==> src/rtl/parity_rx4_if.sv <==
// rtl/parity_rx4_if.sv - serial line and frame-result bundle for the 4-bit parity receiver
interface parity_rx4_if;
  logic       rx;
  logic [3:0] data_o;
  logic [4:0] cw_o;
  logic       valid_o;
  logic       parity_err_o;
  logic       frame_err_o;
  logic       busy_o;

  // master is the receiver producing results; slave drives the line and consumes results
  modport master (
    input  rx,
    output data_o,
    output cw_o,
    output valid_o,
    output parity_err_o,
    output frame_err_o,
    output busy_o
  );

  modport slave (
    output rx,
    input  data_o,
    input  cw_o,
    input  valid_o,
    input  parity_err_o,
    input  frame_err_o,
    input  busy_o
  );
endinterface

==> src/rtl/parity_rx4.sv <==
// rtl/parity_rx4.sv - framed serial receiver with 4-bit data and even-parity check
module parity_rx4 #(
  parameter int CLKS_PER_BIT = 4
) (
  input  logic         clk,
  input  logic         rst_n,
  parity_rx4_if.master bus
);

  localparam int H  = CLKS_PER_BIT / 2;
  localparam int CW = $clog2(CLKS_PER_BIT);
  localparam logic [CW-1:0] CNT_LAST = CW'(CLKS_PER_BIT - 1);
  localparam logic [CW-1:0] CNT_MID  = CW'(H - 1);

  typedef enum logic [2:0] {
    S_IDLE,
    S_START,
    S_DATA,
    S_PARITY,
    S_STOP,
    S_BREAK
  } state_t;

  state_t state, state_nxt;

  logic          rx_m, rx_s;
  logic [CW-1:0] cnt;
  logic [1:0]    idx;
  logic [3:0]    shift;
  logic          p;

  logic          cnt_clr, cnt_inc, idx_clr, idx_inc, shift_en, p_en, done;

  logic [3:0]    data_r;
  logic [4:0]    cw_r;
  logic          valid_r, parity_err_r, frame_err_r;

  // Line is asynchronous; both flops reset to the idle level so reset never looks like a start bit.
  always_ff @(posedge clk or negedge rst_n) begin
    if (!rst_n) begin
      rx_m <= 1'b1;
      rx_s <= 1'b1;
    end else begin
      rx_m <= bus.rx;
      rx_s <= rx_m;
    end
  end

  always_ff @(posedge clk or negedge rst_n) begin
    if (!rst_n) begin
      state <= S_IDLE;
    end else begin
      state <= state_nxt;
    end
  end

  always_comb begin
    state_nxt = state;
    cnt_clr   = 1'b0;
    cnt_inc   = 1'b0;
    idx_clr   = 1'b0;
    idx_inc   = 1'b0;
    shift_en  = 1'b0;
    p_en      = 1'b0;
    done      = 1'b0;
    case (state)
      S_IDLE: begin
        if (!rx_s) begin
          state_nxt = S_START;
          cnt_clr   = 1'b1;
        end
      end
      S_START: begin
        // Mid-bit recheck rejects glitches shorter than half a bit.
        if (cnt == CNT_MID) begin
          cnt_clr   = 1'b1;
          idx_clr   = 1'b1;
          state_nxt = rx_s ? S_IDLE : S_DATA;
        end else begin
          cnt_inc = 1'b1;
        end
      end
      S_DATA: begin
        if (cnt == CNT_LAST) begin
          shift_en = 1'b1;
          cnt_clr  = 1'b1;
          if (idx == 2'd3) begin
            state_nxt = S_PARITY;
          end else begin
            idx_inc = 1'b1;
          end
        end else begin
          cnt_inc = 1'b1;
        end
      end
      S_PARITY: begin
        if (cnt == CNT_LAST) begin
          p_en      = 1'b1;
          cnt_clr   = 1'b1;
          state_nxt = S_STOP;
        end else begin
          cnt_inc = 1'b1;
        end
      end
      S_STOP: begin
        if (cnt == CNT_LAST) begin
          done      = 1'b1;
          cnt_clr   = 1'b1;
          state_nxt = rx_s ? S_IDLE : S_BREAK;
        end else begin
          cnt_inc = 1'b1;
        end
      end
      S_BREAK: begin
        // A held-low line must return high before another start bit counts.
        if (rx_s) begin
          state_nxt = S_IDLE;
        end
      end
      default: begin
        state_nxt = S_IDLE;
      end
    endcase
  end

  always_ff @(posedge clk or negedge rst_n) begin
    if (!rst_n) begin
      cnt   <= '0;
      idx   <= '0;
      shift <= '0;
      p     <= 1'b0;
    end else begin
      if (cnt_clr) begin
        cnt <= '0;
      end else if (cnt_inc) begin
        cnt <= cnt + 1'b1;
      end
      if (idx_clr) begin
        idx <= '0;
      end else if (idx_inc) begin
        idx <= idx + 1'b1;
      end
      if (shift_en) begin
        shift[idx] <= rx_s;
      end
      if (p_en) begin
        p <= rx_s;
      end
    end
  end

  // Results hold until the next completed frame, errored or not.
  always_ff @(posedge clk or negedge rst_n) begin
    if (!rst_n) begin
      data_r       <= '0;
      cw_r         <= '0;
      valid_r      <= 1'b0;
      parity_err_r <= 1'b0;
      frame_err_r  <= 1'b0;
    end else begin
      valid_r <= done;
      if (done) begin
        data_r       <= shift;
        cw_r         <= {p, shift};
        parity_err_r <= ^{p, shift};
        frame_err_r  <= ~rx_s;
      end
    end
  end

  assign bus.data_o       = data_r;
  assign bus.cw_o         = cw_r;
  assign bus.valid_o      = valid_r;
  assign bus.parity_err_o = parity_err_r;
  assign bus.frame_err_o  = frame_err_r;
  assign bus.busy_o       = (state != S_IDLE);

endmodule
==> src/flat_wrapper.sv <==
// flat-port wrapper written by rule: the top's interface ports become plain ports
module parity_rx4_flat 
#(
  parameter int CLKS_PER_BIT = 4
)
  (clk, rst_n, bus_rx, bus_data_o, bus_cw_o, bus_valid_o, bus_parity_err_o, bus_frame_err_o, bus_busy_o);
  parity_rx4_if bus_i ();
  input  logic clk;
  input  logic rst_n;
  input wire logic [$bits(bus_i.rx)-1:0] bus_rx;
  output wire logic [$bits(bus_i.data_o)-1:0] bus_data_o;
  output wire logic [$bits(bus_i.cw_o)-1:0] bus_cw_o;
  output wire logic [$bits(bus_i.valid_o)-1:0] bus_valid_o;
  output wire logic [$bits(bus_i.parity_err_o)-1:0] bus_parity_err_o;
  output wire logic [$bits(bus_i.frame_err_o)-1:0] bus_frame_err_o;
  output wire logic [$bits(bus_i.busy_o)-1:0] bus_busy_o;
  assign bus_i.rx = bus_rx;
  assign bus_data_o = bus_i.data_o;
  assign bus_cw_o = bus_i.cw_o;
  assign bus_valid_o = bus_i.valid_o;
  assign bus_parity_err_o = bus_i.parity_err_o;
  assign bus_frame_err_o = bus_i.frame_err_o;
  assign bus_busy_o = bus_i.busy_o;
  parity_rx4 #(.CLKS_PER_BIT(CLKS_PER_BIT)) u_core (.clk(clk), .rst_n(rst_n), .bus(bus_i));
endmodule
==> config.mk <==
export PLATFORM = sky130hd
export DESIGN_NAME = parity_rx4_flat
export DESIGN_NICKNAME = d
export VERILOG_FILES = /design/src/rtl/parity_rx4_if.sv /design/src/rtl/parity_rx4.sv /design/src/flat_wrapper.sv
export SDC_FILE = /design/constraint.sdc
export NUM_CORES = 1
export LEC_CHECK = 0
export CORE_MARGIN = 4
export CORE_UTILIZATION = 57
export DETAILED_ROUTE_END_ITERATION = 8
export PLACE_DENSITY = 0.84
export SLEW_MARGIN = 25
export SYNTH_ARGS = -nofsm -noshare
export SYNTH_HDL_FRONTEND = slang
export SYNTH_SLANG_ARGS = --single-unit
==> constraint.sdc <==
create_clock -name clk -period 3 [get_ports clk]
set_input_delay 0.9 -clock clk [delete_from_list [all_inputs] [get_ports clk]]
set_output_delay 0.9 -clock clk [all_outputs]
set_load 0.005 [all_outputs]
==> impl_metrics.json, run 1 <==
{
  "synth_largest_area_cell": "dfrtp_1",
  "port-buffer-count": 15,
  "dp_hpwl_um": 1520,
  "clock-sinks": 22,
  "cts_resized": 0,
  "synth.most_common_cell": "dfrtp_1",
  "slew_headroom_pct": 69.0,
  "die_y_um": 53.6,
  "crit_start": "u_core.state[0]",
  "synth_enable_flop_cells": 0,
  "drt-pass1-iter-count": 4,
  "ir_worst_vdd_mv": 0.534,
  "status": "finished clean",
  "seqCellArea_um2": 553,
  "fp-row-count": 16,
  "cts_tree": "done",
  "fin_nets": 119,
  "crit_fanout": 17,
  "synth-seq-cells": 22,
  "grt_usage_pct": 17.3,
  "boundaryPins": 16,
  "synthTopCellsByCount": "20 x dfrtp_1, 12 x mux2_1, 6 x ha_1, 6 x nand2_1",
  "synthCells": 98,
  "worstSetupPathType": "reg2out",
  "ant_nets": 0,
  "drive_above_1_share_pct": 11.0,
  "multi_input_area_um2": 551,
  "clk_pin_slew_worst_paths_ns": 0.13,
  "worstSetupEndpointType": "output port",
  "finalSetupViolations": 0,
  "fin_crit_sh_pct": 88.0,
  "placed_cells": 132,
  "cts_made_buffers": 3,
  "maxCapViolations": 0,
  "synthFlopType": "dfrtp_1",
  "power_density_nw_per_um2": 900,
  "timing.hold.ws_ns": 0.366,
  "finalWeightedCongestion": 0.767,
  "synth-seq-area-share_pct": 46.6,
  "syn_area_per_cell_um2": 12.1,
  "async_flop_share_pct": 100,
  "floorplan.die_area_um2": 2870,
  "cts_setup_buffers": 0,
  "coreArea_um2": 1960,
  "min_from": "u_core.rx_m",
  "wirelength_um": 2050,
  "final_cells": 136,
  "drcViolationCount": 0,
  "final_max_slew_viol_count": 0,
  "wl_per_cell_um": 15.1,
  "dr_total_vias": 797,
  "vias_per_cell": 5.86,
  "syn2layout_area_growth_pct": 15.2,
  "synth.area.top_cells": "dfrtp_1 42%, mux2_1 11%, ha_1 6.3%, dfstp_2 4.4%, buf_4 3.2%",
  "crit_arrival_ns": 1.74,
  "tightest_slew_ns": 0.464,
  "fmax_mhz": 379,
  "fillers": 162,
  "diodes": 0,
  "synthesis.area_um2": 1190,
  "ys_types": 35,
  "grt_antenna_before_repair": 0,
  "rsz0062_at_grt": "false",
  "fin_skew_ns": 0.00167,
  "min_path_type": "reg2reg",
  "crit_required_ns": 2.10,
  "die_w_um": 53.6,
  "leakagePower_nw": 0.614,
  "clockRootBuffer": "clkbuf_4",
  "fin_crit_ns": 2.64,
  "start_util_pct": 60.5,
  "clock_latency_ns": 0.31,
  "cts_hold_buf": 0,
  "syn_nets": 107,
  "tns_ns": 0,
  "dr.first_iter.drc_count": 17,
  "grt_max_degree": 23,
  "timing.rr.start": "u_core.cnt[0]",
  "start_kind": "flip-flop",
  "clock_path_buffers": 2,
  "hold_viol": 0,
  "synth_warnings": 0,
  "synth_top_area_share_pct": 42.2,
  "grt_pass1_vias": 794,
  "overflow": 0,
  "cts_max_level": 1,
  "grt_pass1_wl_um": 3570
}
==> kinds of logic (layout without fill, tap and decap cells) <==
kind of cell,Yosys count,count (layout),share of synthesized area (%)
multiplexers,13,13,12.2
flip-flops,22,22,46.6
AND/OR/NAND/NOR,26,26,16.3
buffers and inverters,14,25,6.96
XOR/XNOR,3,3,3.38
AO/OA/AOI/OAI,14,14,8.12
adder cells (fa/ha/maj),6,6,6.33
==> through the flow <==
stage               utilization [%]  power [mW]  instance area (µm²)  setup slack (ns)
global placement               67.0       0.977                 1310             0.751
detailed placement             67.0        1.01                 1310             0.717
global route                   69.6        1.33                 1370             0.266
finish                         69.6        1.23                 1370             0.361
floorplan                         -       0.869                 1190              1.16
CTS                            69.6        1.24                 1370             0.355
==> power by group <==
group          switching (mW)  internal (mW)
sequential              0.127          0.390
clock                  0.0955          0.135
combinational           0.197          0.286
total                   0.419          0.811
==> layer usage <==
layer	track usage, %	up-vias	part of all wire, %	wire length, µm
met1	21.7	391	41	838
met5	0	-	0	0
met2	27.6	28	51	1050
met3	4.16	8	4.9	101
met4	9.36	0	3.1	64
li1	-	370	-	-
==> registers in the layout, summed over array words and instances, names as in the netlist <==
name and cells:
u_core.rx_m 1, u_core.bus.valid_o 1, u_core.rx_s 1, u_core.bus.frame_err_o 1, u_core.bus.parity_err_o 1, u_core.idx 2
u_core.bus.cw_o 5, u_core.shift 4, u_core.p 1, u_core.state 3, u_core.cnt 2
==> final cells by class <==
type,count,share of cell area [%]
clock buffers,3,1.65
multi-input cells,62,40.3
repair buffers,16,11.5
flip-flops and latches,22,40.5
inverters,5,1.37
well taps,27,2.47
clock inverters,1,2.20
==> worst max-delay path, stage by stage, from the launching register on <==
cell and delay [ns]:
dfrtp_1 0.57, or3_1 0.41, clkdlybuf4s50_1 0.45
==> cells in the final DEF (no fill, tap or decap), types with 2 or more instances in the layout <==
| master | n |
|---|---|
| mux2_1 | 12 |
| o21ai_0 | 4 |
| nand2_1 | 6 |
| or3_1 | 2 |
| clkbuf_4 | 3 |
| dfstp_2 | 2 |
| o31a_1 | 2 |
| nand2b_1 | 2 |
| nor2b_1 | 2 |
| dfrtp_1 | 20 |
| nor4_1 | 4 |
| clkdlybuf4s50_1 | 15 |
| a21oi_1 | 2 |
| ha_1 | 6 |
| inv_1 | 5 |
| nor4b_2 | 2 |
==> path summary, 6_finish.rpt <==
path	cells after the start	end	slack, ns
worst max-delay path	2	bus_busy_o	0.36
worst min-delay path	0	u_core.rx_s	0.37
worst max register to register	3	u_core.bus.cw_o[2]	1.25
worst min register to register	0	u_core.rx_s	0.37
max in group asynchronous	2	u_core.rx_s	1.82
min in group asynchronous	2	u_core.shift[1]	0.91
Power figures use the tool's default switching activity.
==> run 2, diff against run 1 <==
--- a/config.mk
+++ b/config.mk
@@ -9,7 +9,7 @@
 export CORE_UTILIZATION = 57
 export DETAILED_ROUTE_END_ITERATION = 8
 export PLACE_DENSITY = 0.84
-export SLEW_MARGIN = 25
+export SLEW_MARGIN = 40
 export SYNTH_ARGS = -nofsm -noshare
 export SYNTH_HDL_FRONTEND = slang
 export SYNTH_SLANG_ARGS = --single-unit
==> results of run 2 <==
Final layout, timing and power as in run 1 (identical DEF).
